<file path="src/rtl/vga_timing_gen_if.sv">
// rtl/vga_timing_gen_if.sv - raster timing bundle between the VGA timing generator and its consumers
//
// Signals:
//   pix_en      pixel-rate enable into the generator
//   pos_x/pos_y registered raster coordinate (11 bits each)
//   display_en  active-area qualifier for pos_x/pos_y
//   hsync/vsync sync pins, already at their configured polarity
//   line_start  one-clock pulse on the cycle pos_x becomes 0
//   frame_start one-clock pulse on the cycle the raster becomes (0,0)
//   frame_cnt   frames since reset (only when VGA_FRAME_CNT_EN is defined)
//
// Modports: master = timing generator, slave = raster consumer.
interface vga_timing_gen_if;
  logic        pix_en;
  logic [10:0] pos_x;
  logic [10:0] pos_y;
  logic        display_en;
  logic        hsync;
  logic        vsync;
  logic        line_start;
  logic        frame_start;
`ifdef VGA_FRAME_CNT_EN
  logic [7:0]  frame_cnt;

  modport master (
    input  pix_en,
    output pos_x, pos_y, display_en, hsync, vsync, line_start, frame_start, frame_cnt
  );
  modport slave (
    output pix_en,
    input  pos_x, pos_y, display_en, hsync, vsync, line_start, frame_start, frame_cnt
  );
`else
  modport master (
    input  pix_en,
    output pos_x, pos_y, display_en, hsync, vsync, line_start, frame_start
  );
  modport slave (
    output pix_en,
    input  pos_x, pos_y, display_en, hsync, vsync, line_start, frame_start
  );
`endif
endinterface

</file>
<file path="src/rtl/vga_timing_gen.sv">
// rtl/vga_timing_gen.sv - free-running VGA raster timing generator (default 1280x1024@60)
//
// Ports:
//   clk    system clock
//   rst_n  asynchronous active-low reset (deassertion synchronised externally)
//   vga    vga_timing_gen_if.master: pix_en in; pos_x, pos_y, display_en,
//          hsync, vsync, line_start, frame_start (and frame_cnt) out
//
// Optional feature: define VGA_FRAME_CNT_EN to add the 8-bit frame counter.
//
// Every output is a flop loaded from the next-state counter values, so the
// qualifiers and pulses always describe the coordinate presented alongside
// them. Reset parks the raster on its last pixel, so the first enabled cycle
// wraps to (0,0) and raises both start pulses.
module vga_timing_gen #(
  parameter int H_VIS  = 1280,
  parameter int H_FP   = 48,
  parameter int H_SYNC = 112,
  parameter int H_BP   = 248,
  parameter int V_VIS  = 1024,
  parameter int V_FP   = 1,
  parameter int V_SYNC = 3,
  parameter int V_BP   = 38,
  parameter bit H_POL  = 1'b1,
  parameter bit V_POL  = 1'b1
) (
  input logic             clk,
  input logic             rst_n,
  vga_timing_gen_if.master vga
);

  localparam int H_TOTAL = H_VIS + H_FP + H_SYNC + H_BP;
  localparam int V_TOTAL = V_VIS + V_FP + V_SYNC + V_BP;

  localparam logic [10:0] H_LAST   = 11'(H_TOTAL - 1);
  localparam logic [10:0] V_LAST   = 11'(V_TOTAL - 1);
  localparam logic [10:0] H_ACT    = 11'(H_VIS);
  localparam logic [10:0] V_ACT    = 11'(V_VIS);
  localparam logic [10:0] HS_FIRST = 11'(H_VIS + H_FP);
  localparam logic [10:0] HS_LAST  = 11'(H_VIS + H_FP + H_SYNC - 1);
  localparam logic [10:0] VS_FIRST = 11'(V_VIS + V_FP);
  localparam logic [10:0] VS_LAST  = 11'(V_VIS + V_FP + V_SYNC - 1);

  if (H_TOTAL > 2048 || V_TOTAL > 2048) begin : g_bad_totals
    $error("vga_timing_gen: raster totals exceed the 11-bit counters");
  end

  logic [10:0] pos_x_q, pos_y_q;
  logic [10:0] x_nxt, y_nxt;
  logic        wrap_x, wrap_y;
  logic        display_en_q, hsync_q, vsync_q, line_start_q, frame_start_q;

  always_comb begin
    wrap_x = (pos_x_q == H_LAST);
    wrap_y = (pos_y_q == V_LAST);
    x_nxt  = wrap_x ? 11'd0 : pos_x_q + 11'd1;
    y_nxt  = pos_y_q;
    if (wrap_x) begin
      y_nxt = wrap_y ? 11'd0 : pos_y_q + 11'd1;
    end
  end

  always_ff @(posedge clk or negedge rst_n) begin
    if (!rst_n) begin
      pos_x_q       <= H_LAST;
      pos_y_q       <= V_LAST;
      display_en_q  <= 1'b0;
      hsync_q       <= ~H_POL;
      vsync_q       <= ~V_POL;
      line_start_q  <= 1'b0;
      frame_start_q <= 1'b0;
    end else begin
      // Pulses are single-cycle; levels hold unless the raster advances.
      line_start_q  <= 1'b0;
      frame_start_q <= 1'b0;
      if (vga.pix_en) begin
        pos_x_q       <= x_nxt;
        pos_y_q       <= y_nxt;
        display_en_q  <= (x_nxt < H_ACT) && (y_nxt < V_ACT);
        hsync_q       <= ((x_nxt >= HS_FIRST) && (x_nxt <= HS_LAST)) ? H_POL : ~H_POL;
        // y_nxt only moves on a line wrap, so vsync can only change with pos_y.
        vsync_q       <= ((y_nxt >= VS_FIRST) && (y_nxt <= VS_LAST)) ? V_POL : ~V_POL;
        line_start_q  <= wrap_x;
        frame_start_q <= wrap_x && wrap_y;
      end
    end
  end

`ifdef VGA_FRAME_CNT_EN
  logic [7:0] frame_cnt_q;

  // Counts on the same edge that raises frame_start, so frame 1 reads 1.
  always_ff @(posedge clk or negedge rst_n) begin
    if (!rst_n) begin
      frame_cnt_q <= 8'd0;
    end else if (vga.pix_en && wrap_x && wrap_y) begin
      frame_cnt_q <= frame_cnt_q + 8'd1;
    end
  end

  assign vga.frame_cnt = frame_cnt_q;
`endif

  assign vga.pos_x       = pos_x_q;
  assign vga.pos_y       = pos_y_q;
  assign vga.display_en  = display_en_q;
  assign vga.hsync       = hsync_q;
  assign vga.vsync       = vsync_q;
  assign vga.line_start  = line_start_q;
  assign vga.frame_start = frame_start_q;

endmodule
</file>
<file path="src/flat_wrapper.sv">
// flat-port wrapper written by rule: the top's interface ports become plain ports
module vga_timing_gen_flat 
#(
  parameter int H_VIS  = 1280,
  parameter int H_FP   = 48,
  parameter int H_SYNC = 112,
  parameter int H_BP   = 248,
  parameter int V_VIS  = 1024,
  parameter int V_FP   = 1,
  parameter int V_SYNC = 3,
  parameter int V_BP   = 38,
  parameter bit H_POL  = 1'b1,
  parameter bit V_POL  = 1'b1
)
  (clk, rst_n, vga_pix_en, vga_pos_x, vga_pos_y, vga_display_en, vga_hsync, vga_vsync, vga_line_start, vga_frame_start);
  vga_timing_gen_if vga_i ();
  input logic clk;
  input logic rst_n;
  input wire logic [$bits(vga_i.pix_en)-1:0] vga_pix_en;
  output wire logic [$bits(vga_i.pos_x)-1:0] vga_pos_x;
  output wire logic [$bits(vga_i.pos_y)-1:0] vga_pos_y;
  output wire logic [$bits(vga_i.display_en)-1:0] vga_display_en;
  output wire logic [$bits(vga_i.hsync)-1:0] vga_hsync;
  output wire logic [$bits(vga_i.vsync)-1:0] vga_vsync;
  output wire logic [$bits(vga_i.line_start)-1:0] vga_line_start;
  output wire logic [$bits(vga_i.frame_start)-1:0] vga_frame_start;
  assign vga_i.pix_en = vga_pix_en;
  assign vga_pos_x = vga_i.pos_x;
  assign vga_pos_y = vga_i.pos_y;
  assign vga_display_en = vga_i.display_en;
  assign vga_hsync = vga_i.hsync;
  assign vga_vsync = vga_i.vsync;
  assign vga_line_start = vga_i.line_start;
  assign vga_frame_start = vga_i.frame_start;
  vga_timing_gen #(.H_VIS(H_VIS), .H_FP(H_FP), .H_SYNC(H_SYNC), .H_BP(H_BP), .V_VIS(V_VIS), .V_FP(V_FP), .V_SYNC(V_SYNC), .V_BP(V_BP), .H_POL(H_POL), .V_POL(V_POL)) u_core (.clk(clk), .rst_n(rst_n), .vga(vga_i));
endmodule
</file>
<file path="config.mk">
export PLATFORM = sky130hd
export DESIGN_NAME = vga_timing_gen_flat
export DESIGN_NICKNAME = d
export VERILOG_FILES = /design/src/rtl/vga_timing_gen_if.sv /design/src/rtl/vga_timing_gen.sv /design/src/flat_wrapper.sv
export SDC_FILE = /design/constraint.sdc
export NUM_CORES = 1
export LEC_CHECK = 0
export ABC_AREA = 1
export ABC_CLOCK_PERIOD_IN_PS = 1820
export CAP_MARGIN = 0
export CORE_ASPECT_RATIO = 0.8
export CORE_UTILIZATION = 50
export CTS_BUF_LIST = sky130_fd_sc_hd__clkbuf_8
export DETAILED_ROUTE_END_ITERATION = 6
export GPL_TIMING_DRIVEN = 0
export PLACE_DENSITY = 0.79
export SLEW_MARGIN = 5
export SYNTH_ARGS = -nofsm -noshare
export SYNTH_HDL_FRONTEND = slang
export SYNTH_SLANG_ARGS = --single-unit
</file>
<file path="constraint.sdc">
create_clock -name clk -period 1.82 [get_ports clk]
set_clock_uncertainty 0.05 [all_clocks]
set_input_delay 0.273 -clock clk [delete_from_list [all_inputs] [get_ports clk]]
set_output_delay 0.273 -clock clk [all_outputs]
set_load 0.1 [all_outputs]
</file>
==> results of run 1 <==
==> synth_stat cells <==
master	count	area, um^2
nor2_1	36	135
nand3b_1	2	15.0
nor3_1	3	15.0
inv_2	2	7.51
inv_1	29	109
or2_2	1	6.26
nand3_2	2	20.0
buf_6	1	11.3
dfrtp_1	16	400
o21bai_1	1	7.51
nor2_4	1	11.3
ha_1	4	50.1
o21ai_0	25	125
dfstp_2	11	289
clkbuf_1	4	15.0
nor2_2	3	18.8
nand2_1	85	319
nand2_2	3	18.8
nand3_1	27	135
o21a_1	2	15.0
a21oi_1	4	20.0
nand4_1	4	25.0
xor2_1	1	8.76
o22ai_1	3	18.8
==> power groups by stage <==
stage / clock network (mW) / registers (mW) / logic (mW)
global route: 0.377 / 0.992 / 1.77
CTS: 0.350 / 0.956 / 1.62
finish: 0.345 / 0.968 / 1.69
detailed placement: 0 / 0.975 / 1.59
global placement: 0 / 0.972 / 1.57
floorplan: 0 / 1.78 / 0.418
==> sequential cells by signal (all words and copies together) (netlist names) <==
signal / flops
u_core.vga.frame_start: 1
u_core.vga.pos_y: 11
u_core.vga.vsync: 1
u_core.vga.line_start: 1
u_core.vga.display_en: 1
u_core.vga.hsync: 1
u_core.vga.pos_x: 11
==> logic make-up after synthesis <==
logic type               count (synthesis)  synth area share
XOR/XNOR                                 1           0.00488
flip-flops                              27             0.384
AND/OR/NAND/NOR                        167             0.400
adder cells (fa/ha/maj)                  4            0.0279
buffers and inverters                   36            0.0794
AO/OA/AOI/OAI                           35             0.104
==> final cells by class <==
type	count	area [um^2]	share of cell area
Multi-Input combinational cell	207	1140	0.459
Sequential cell	27	717	0.289
Timing Repair Buffer	44	382	0.154
Inverter	31	119	0.0480
Tap cell	42	52.6	0.0212
Clock buffer	3	41.3	0.0167
Buffer	5	26.3	0.0106
Clock inverter	1	3.75	0.00151
==> layer usage <==
metal	GRT usage	routed length [um]
met1	0.419	2450
met2	0.424	2510
met3	0.0580	421
met4	0.0612	89
met5	0	0
==> stage by stage <==
stage          cells  hold WS (ns)   util  setup TNS (ns)  setup WS, ns
6_report         360         0.462  0.724          -0.591        -0.186
3_5_place_dp     341         0.419  0.643           -4.95        -0.287
3_3_place_gp     341         0.418  0.643           -4.41        -0.279
5_1_grt          360         0.497  0.724           -1.43        -0.286
2_1_floorplan    270       -0.0726      -          -0.959        -0.193
4_1_cts          353         0.446  0.684          -0.238        -0.108
==> worst max path at each step <==
stage                        start                to  slack (ns)  cells after the start
3_5_place_dp   u_core.vga.pos_x[0]      vga_pos_x[0]       -0.29                      1
5_1_grt        u_core.vga.pos_x[0]  u_core.vga.vsync       -0.29                     12
6_report       u_core.vga.pos_x[0]  u_core.vga.vsync       -0.19                     12
3_3_place_gp   u_core.vga.pos_x[0]      vga_pos_x[0]       -0.28                      1
4_1_cts        u_core.vga.pos_x[0]  u_core.vga.vsync       -0.11                     11
2_1_floorplan  u_core.vga.pos_x[0]  u_core.vga.vsync       -0.19                     12
==> worst max-delay path: stages, from the launching register on <==
cell and delay [ns]:
dfstp_4 0.66, ha_4 0.16, nand2_4 0.07, inv_4 0.08, nand3_4 0.06, nor2_4 0.17, buf_6 0.15, o21ai_1 0.06
nand2_1 0.10, nand3_2 0.10, nor2_4 0.13, nand3_2 0.08, nand2_1 0.07
==> repair_timing <==
action / 4_1_cts / 5_1_grt
pin swaps: 2 / 16
hold buffers: 0 / 1
resized for setup: 85 / 55
gates cloned: 1 / 0
setup endpoints to repair: 34 / 27
hold endpoints to repair: 0 / 3
setup buffers: 7 / 7
==> out/metrics.yaml, run 1 <==
outcome: "finished, violations left"
violations: "setup timing"
p_switching_mw: 1.70
syn_nets: 277
arrival_ns: 2.17
ys_ff_latch: 27
root_buffer: "clkbuf_8"
placedInstanceArea_um2: 2200
setup_ws_ns: -0.186
overflow: 0
clkLatencyLatePin_ns: 0.28
num-nets-final: 326
clock_sinks: 27
p_per_area_nw_per_um2: 1210
r2r-end: "u_core.vga.vsync"
h-tree-depth: 1
cp_max_fo: 6
antenna_found_initial: 0
r2r_slack_ns: -0.19
finalMaxSlewViolations: 0
tritoncts: "yes"
hpwlAfterDp_um: 3550
hold_depth: 2
place_congestion: 0.943
track_usage: 0.282
start_util: 0.525
cp.required_ns: 1.99
fmax_mhz: 499
wl_um: 5480
end_kind: "flip-flop"
peakVddDrop_mv: 1.15
die_w_um: 69.0
drt_iter0_drc: 181
drive_gt1_frac: 0.336
viasPerCell: 5.55
whs_endpoint: "u_core.vga.display_en"
cts.reportedPaths.clkPinSlew_ns: 0.09
synth_area_um2: 1800
fin_crit_sh: 1.10
final_common_cell: "nand2_1"
p_clk_frac: 0.115
yosysSeqAreaShare: 0.384
p_total_mw: 3.00
rsz0062_at_grt: "yes"
design_area_um2: 2480
maxSlewHeadroom: 0.368
finalSetupViolCount: 7
synth_warnings: 0
hold_start: "u_core.vga.display_en"
startpoint_type: "flip-flop"
die-area_um2: 3840
area_growth_pct: 38.0
io_pins: 30
swShare: 0.568
drc_errors: 0
synth_cells: 270
min_period_ns: 2.01
grt_pass1_wl_um: 8490
antenna_left: 0
route.vias.total: 1998
reg2reg_depth: 12
path_class: "reg -> reg"
num_rows: 19
firstDrtPassIters: 4
tightest_slew_ns: 0.952
portBuffers: 29
core_um2: 3420
grt_max_degree: 28
drt-wirelength-per-cell_um: 15.2
avgSynthCellArea_um2: 6.65
diodes: 0
cts_made_buffers: 3
combPwrFrac: 0.562
regToRegStartpoint: "u_core.vga.pos_x[0]"
finalHoldViolCount: 0
final_cell_mix: "nand2_1, inv_1, nor2_1"
n_fill_cell: 269
power_frac_seq: 0.323
internal-power_mw: 1.30
p_leak_nw: 1.10
synth.distinct_cells: 24
cap_violations: 0
grt_pass1_vias: 1749
hold_path.class: "reg -> reg"
die-height_um: 55.6
clockBufferDepth: 2
No activity file was read; power rests on OpenSTA's default activity.
==> inputs of run 2 (changes only) <==
--- a/config.mk
+++ b/config.mk
@@ -14,6 +14,7 @@
 export DETAILED_ROUTE_END_ITERATION = 6
 export GPL_TIMING_DRIVEN = 0
 export PLACE_DENSITY = 0.79
+export SKIP_CTS_REPAIR_TIMING = 1
 export SLEW_MARGIN = 5
 export SYNTH_ARGS = -nofsm -noshare
 export SYNTH_HDL_FRONTEND = slang
==> run 2 against run 1 <==
  * The flow finishes with violations (DRC, setup timing)
  * Clock power is 1% higher
  * Sequential cell count did not move
  * Via count is 0.65% higher
  * Combinational power is essentially flat
  * Register-to-register slack worse by 0.02 ns
  * Design area rose by 0.71%
  * Wire length grew 1.0%
  * Global-route usage is 1.2 points lower
  * Largest cell class unchanged
==> out/metrics.yaml, run 2 (same netlist as run 1, synthesis figures left out) <==
outcome: "finished, violations left"  # unchanged
violations: "DRC, setup timing"  # was setup timing
internal-power_mw: 1.29  # was 1.30 mW
finalMaxSlewViolations: 0  # unchanged
setup_ws_ns: -0.209  # was -0.186 ns
finalHoldViolCount: 0  # unchanged
cts.reportedPaths.clkPinSlew_ns: 0.09  # about the same
hold_path.class: "reg -> reg"  # unchanged
grt_max_degree: 28  # unchanged
track_usage: 0.270  # was 0.282
combPwrFrac: 0.559  # was 0.562
core_um2: 3420  # unchanged
tritoncts: "yes"  # unchanged
io_pins: 30  # unchanged
n_fill_cell: 255  # was 269
final_cells: 360  # unchanged
rsz0062_at_grt: "yes"  # unchanged
placedInstanceArea_um2: 2200  # unchanged
hold_start: "u_core.vga.vsync"  # was u_core.vga.display_en
wl_um: 5530  # was 5480 um
drive_gt1_frac: 0.346  # was 0.336
route.vias.total: 2011  # was 1998
die_w_um: 69.0  # unchanged
overflow: 0  # unchanged
clkLatencyLatePin_ns: 0.28  # about the same
area_growth_pct: 38.9  # was 38.0%
p_clk_frac: 0.115  # about the same
viasPerCell: 5.59  # was 5.55
p_per_area_nw_per_um2: 1210  # about the same
power_frac_seq: 0.325  # was 0.323
startpoint_type: "flip-flop"  # unchanged
h-tree-depth: 1  # unchanged
regToRegStartpoint: "u_core.vga.pos_x[0]"  # unchanged
clockBufferDepth: 2  # unchanged
num_rows: 19  # unchanged
placed_cells: 341  # unchanged
cp.required_ns: 1.99  # about the same
die-area_um2: 3840  # unchanged
clock_sinks: 27  # unchanged
crit_start: "u_core.vga.pos_x[0]"  # unchanged
tightest_slew_ns: 0.974  # was 0.952 ns
path_class: "reg -> reg"  # unchanged
start_util: 0.525  # unchanged
grt_pass1_wl_um: 8150  # was 8490 um
p_switching_mw: 1.74  # was 1.70 mW
p_total_mw: 3.02  # was 3.00 mW
cap_violations: 0  # unchanged
die-height_um: 55.6  # unchanged
finalSetupViolCount: 6  # was 7
firstDrtPassIters: 7  # was 4
grt_pass1_vias: 1653  # was 1749
arrival_ns: 2.20  # was 2.17 ns
cts_made_buffers: 3  # unchanged
final_cell_mix: "nand2_1, inv_1, nor2_1"  # unchanged
num-nets-final: 326  # unchanged
root_buffer: "clkbuf_8"  # unchanged
design_area_um2: 2500  # was 2480 um^2
place_congestion: 0.943  # unchanged
p_leak_nw: 1.21  # was 1.10 nW
multi_input_area_um2: 1170  # was 1140 um^2
antenna_found_initial: 0  # unchanged
portBuffers: 29  # unchanged
final_common_cell: "nand2_1"  # unchanged
peakVddDrop_mv: 1.23  # was 1.15 mV
diodes: 0  # unchanged
antenna_left: 0  # unchanged
drt_iter0_drc: 264  # was 181
fin_crit_sh: 1.11  # was 1.10
end_kind: "flip-flop"  # unchanged
cp_max_fo: 8  # was 6
drt-wirelength-per-cell_um: 15.4  # was 15.2 um
min_period_ns: 2.03  # was 2.01 ns
fin_hold_ws_ns: 0.443  # was 0.462 ns
maxSlewHeadroom: 0.350  # was 0.368
ff_latch_area_um2: 717  # unchanged
fmax_mhz: 493  # was 499 MHz
hpwlAfterDp_um: 3550  # unchanged
drc_errors: 2  # was 0
swShare: 0.574  # was 0.568
## run 2: path summary, 6_finish.rpt
path                            depth (start not counted)  slack, ns                    end
worst min-delay path                                    2       0.44       u_core.vga.vsync
min in group asynchronous                               2       0.47  u_core.vga.line_start
worst min register to register                          2       0.44       u_core.vga.vsync
worst max register to register                         12      -0.21       u_core.vga.vsync
max in group asynchronous                               2       0.80    u_core.vga.pos_x[3]
worst max-delay path                                   12      -0.21       u_core.vga.vsync
## run 2: cell type report
class,count,area share
inverter,31,0.0501
clock inverter,1,0.00150
timing repair buffer,44,0.142
clock buffer,3,0.0165
buffer,5,0.0105
sequential,27,0.287
tap,42,0.0211
multi-input combinational,207,0.471
## run 2: layer usage
layer | up-vias | share of wire | track usage
li1 | 959 | - | -
met1 | 948 | 0.44 | 0.412
met2 | 95 | 0.47 | 0.408
met3 | 9 | 0.082 | 0.0471
met4 | 0 | 0.010 | 0.0437
met5 | - | 0 | 0
## run 2: critical path: stages, from the launching register on
cell and delay, ns:
dfstp_4 0.67, ha_4 0.17, nand2_4 0.08, inv_6 0.09, nand3_4 0.06, nor2_4 0.14, buf_6 0.15, o21ai_2 0.05
nand2_1 0.12, nand3_2 0.11, nor2_4 0.14, nand3_2 0.07, nand2_1 0.06
## run 2: per-stage QoR
stage	util	TNS, ns	setup slack [ns]
2_1_floorplan	-	-0.959	-0.193
3_3_place_gp	0.643	-4.41	-0.279
3_5_place_dp	0.643	-4.95	-0.287
4_1_cts	0.656	-11.85	-0.592
5_1_grt	0.729	-1.42	-0.309
6_report	0.729	-0.651	-0.209
## run 2: power by group through the flow
stage | logic, mW | clock network (mW) | registers (mW)
floorplan | 0.418 | 0 | 1.78
global placement | 1.57 | 0 | 0.972
detailed placement | 1.59 | 0 | 0.975
CTS | 1.59 | 0.350 | 0.966
global route | 1.78 | 0.375 | 1.01
finish | 1.69 | 0.349 | 0.984
==> inputs of run 3 (changes only) <==
--- a/config.mk
+++ b/config.mk
@@ -12,6 +12,7 @@
 export CORE_UTILIZATION = 50
 export CTS_BUF_LIST = sky130_fd_sc_hd__clkbuf_8
 export DETAILED_ROUTE_END_ITERATION = 6
+export GPL_ROUTABILITY_DRIVEN = 0
 export GPL_TIMING_DRIVEN = 0
 export PLACE_DENSITY = 0.79
 export SKIP_CTS_REPAIR_TIMING = 1
==> run 3 against run 2 <==
  * The run ends with hold timing, setup timing left
  * Via count down 0.45%
  * Wire length decreased by 4.6%
  * Global-route usage is 1.0 points lower
  * Combinational power shrank 2%
  * Count of clock-buffer cells in the layout stayed put
  * Clock power fell by 3%
  * Worst hold slack got worse by 0.50 ns
  * Register-to-register slack improved by 0.04 ns
  * Sequential share of layout area is 1.0 points higher
  * Critical path depth shrank 11
  * Design area down 3.5%
  * Die area unchanged
  * Critical path type is now reg -> out
  * Highest routed layer unchanged
==> out/metrics.yaml, run 3 (same netlist as run 1, synthesis figures left out) <==
outcome: "finished, violations left"  # unchanged
violations: "hold timing, setup timing"  # was DRC, setup timing
cap_violations: 0  # unchanged
antenna_found_initial: 0  # unchanged
cp_max_fo: 7  # was 8
pre_cts_slack_ns: -0.303  # was -0.287 ns
num_rows: 19  # unchanged
viasPerCell: 5.64  # was 5.59
start_util: 0.525  # unchanged
setup_ws_ns: -0.228  # was -0.209 ns
cts.reportedPaths.clkPinSlew_ns: 0.09  # about the same
area_growth_pct: 34.1  # was 38.9%
cts_made_buffers: 3  # unchanged
wl_um: 5280  # was 5530 um
drt_iter0_drc: 197  # was 264
grt_max_degree: 28  # unchanged
drt-wirelength-per-cell_um: 14.9  # was 15.4 um
tightest_slew_ns: 0.994  # was 0.974 ns
route.vias.total: 2002  # was 2011
finalMaxSlewViolations: 0  # unchanged
cp.required_ns: 1.50  # was 1.99 ns
clkLatencyLatePin_ns: 0.27  # was 0.28 ns
design_area_um2: 2410  # was 2500 um^2
n_fill_cell: 267  # was 255
grt_pass1_wl_um: 7910  # was 8150 um
fmax_mhz: 488  # was 493 MHz
final_common_cell: "nand2_1"  # unchanged
die-area_um2: 3840  # unchanged
h-tree-depth: 1  # unchanged
grt_pass1_vias: 1679  # was 1653
num-nets-final: 321  # was 326
p_per_area_nw_per_um2: 1230  # was 1210 nW/um^2
path_class: "reg -> out"  # was reg -> reg
die_w_um: 69.0  # unchanged
end_kind: "primary output"  # was flip-flop
drive_gt1_frac: 0.297  # was 0.346
critPathBufInv: 1  # was 2
finish.utilization: 0.704  # was 0.729
root_buffer: "clkbuf_8"  # unchanged
placedInstanceArea_um2: 2200  # unchanged
track_usage: 0.260  # was 0.270
hpwlAfterDp_um: 3520  # was 3550 um
core_um2: 3420  # unchanged
arrival_ns: 1.72  # was 2.20 ns
tritoncts: "yes"  # unchanged
crit_slowest_cell: "dlymetal6s2s_1"  # was dfstp_4
antenna_left: 0  # unchanged
drc_errors: 0  # was 2
diodes: 0  # unchanged
final_cell_mix: "nand2_1, inv_1, nor2_1"  # unchanged
clock_sinks: 27  # unchanged
startpoint_type: "flip-flop"  # unchanged
crit_chain: "dlymetal6s2s_1"  # was ha_4 > nand2_4 > inv_6 > nand3_4 > nor2_4 > buf_6 > o21ai_2 > nand2_1 > nand3_2 > nor2_4 > nand3_2 > nand2_1
fin_crit_sh: 1.13  # was 1.11
peakVddDrop_mv: 1.16  # was 1.23 mV
p_total_mw: 2.95  # was 3.02 mW
finalHoldViolCount: 16  # was 0
rsz0062_at_grt: "yes"  # unchanged
p_leak_nw: 1.21  # about the same
io_pins: 30  # unchanged
die-height_um: 55.6  # unchanged
fin_hold_ws_ns: -0.0588  # was 0.443 ns
clockBufferDepth: 2  # unchanged
maxSlewHeadroom: 0.336  # was 0.350
worst_path_largest_cell_delay_ns: 0.77  # was 0.67 ns
overflow: 0  # unchanged
portBuffers: 29  # unchanged
firstDrtPassIters: 4  # was 7
critPathTopFamily: "buffers and inverters"  # was simple AND/OR/NAND/NOR gates
hold_path.class: "in -> async"  # was reg -> reg
min_period_ns: 2.05  # was 2.03 ns
finalSetupViolCount: 9  # was 6
-- run 3: cell types whose count changed in the layout (fill, tap and decap cells not counted), sizes merged --
| cell | before | now |
|---|---|---|
| dlygate4sd3 | 1 | 0 |
| dlymetal6s2s | 10 | 13 |
| buf | 16 | 12 |
| clkinvlp | 1 | 0 |
| inv | 31 | 32 |
| clkbuf | 24 | 21 |
-- run 3: metal layers --
layer	GRT usage	part of all wire
met1	0.401	0.45
met5	0	0
met4	0.0612	0.023
met2	0.380	0.43
met3	0.0435	0.094
-- run 3: final cells by class --
cell class                      instances  area, um^2  share of cell area
Multi-Input combinational cell        207        1110               0.461
Clock buffer                            3        41.3              0.0171
Sequential cell                        27         717               0.298
Timing Repair Buffer                   39         339               0.141
Tap cell                               42        52.6              0.0218
Inverter                               31         119              0.0494
Buffer                                  5        26.3              0.0109
Clock inverter                          1        3.75             0.00156
-- run 3: through the flow --
stage	instances	hold slack, ns	setup TNS [ns]
after floorplan	270	-0.0726	-0.959
after global placement	341	0.419	-4.31
after detailed placement	341	0.415	-4.48
after CTS	345	0.447	-11.83
after global routing	355	-0.00778	-2.03
final	355	-0.0588	-0.960
-- run 3: final timing paths --
check | startpoint | end | slack (ns) | depth (start not counted)
worst max-delay path | u_core.vga.pos_y[0] | vga_pos_y[0] | -0.23 | 1
worst min-delay path | rst_n | u_core.vga.line_start | -0.06 | 1
worst max register to register | u_core.vga.pos_x[0] | u_core.vga.vsync | -0.17 | 12
worst min register to register | u_core.vga.display_en | u_core.vga.display_en | 0.44 | 2
max in group asynchronous | rst_n | u_core.vga.pos_y[6] | 1.35 | 1
min in group clk | u_core.vga.display_en | u_core.vga.display_en | 0.44 | 2
-- run 3: where the power goes --
group	internal (mW)	total, mW	leakage [nW]	switching [mW]
registers	0.775	0.971	0.308	0.195
logic	0.345	1.65	0.871	1.30
clock network	0.151	0.338	0.0269	0.186
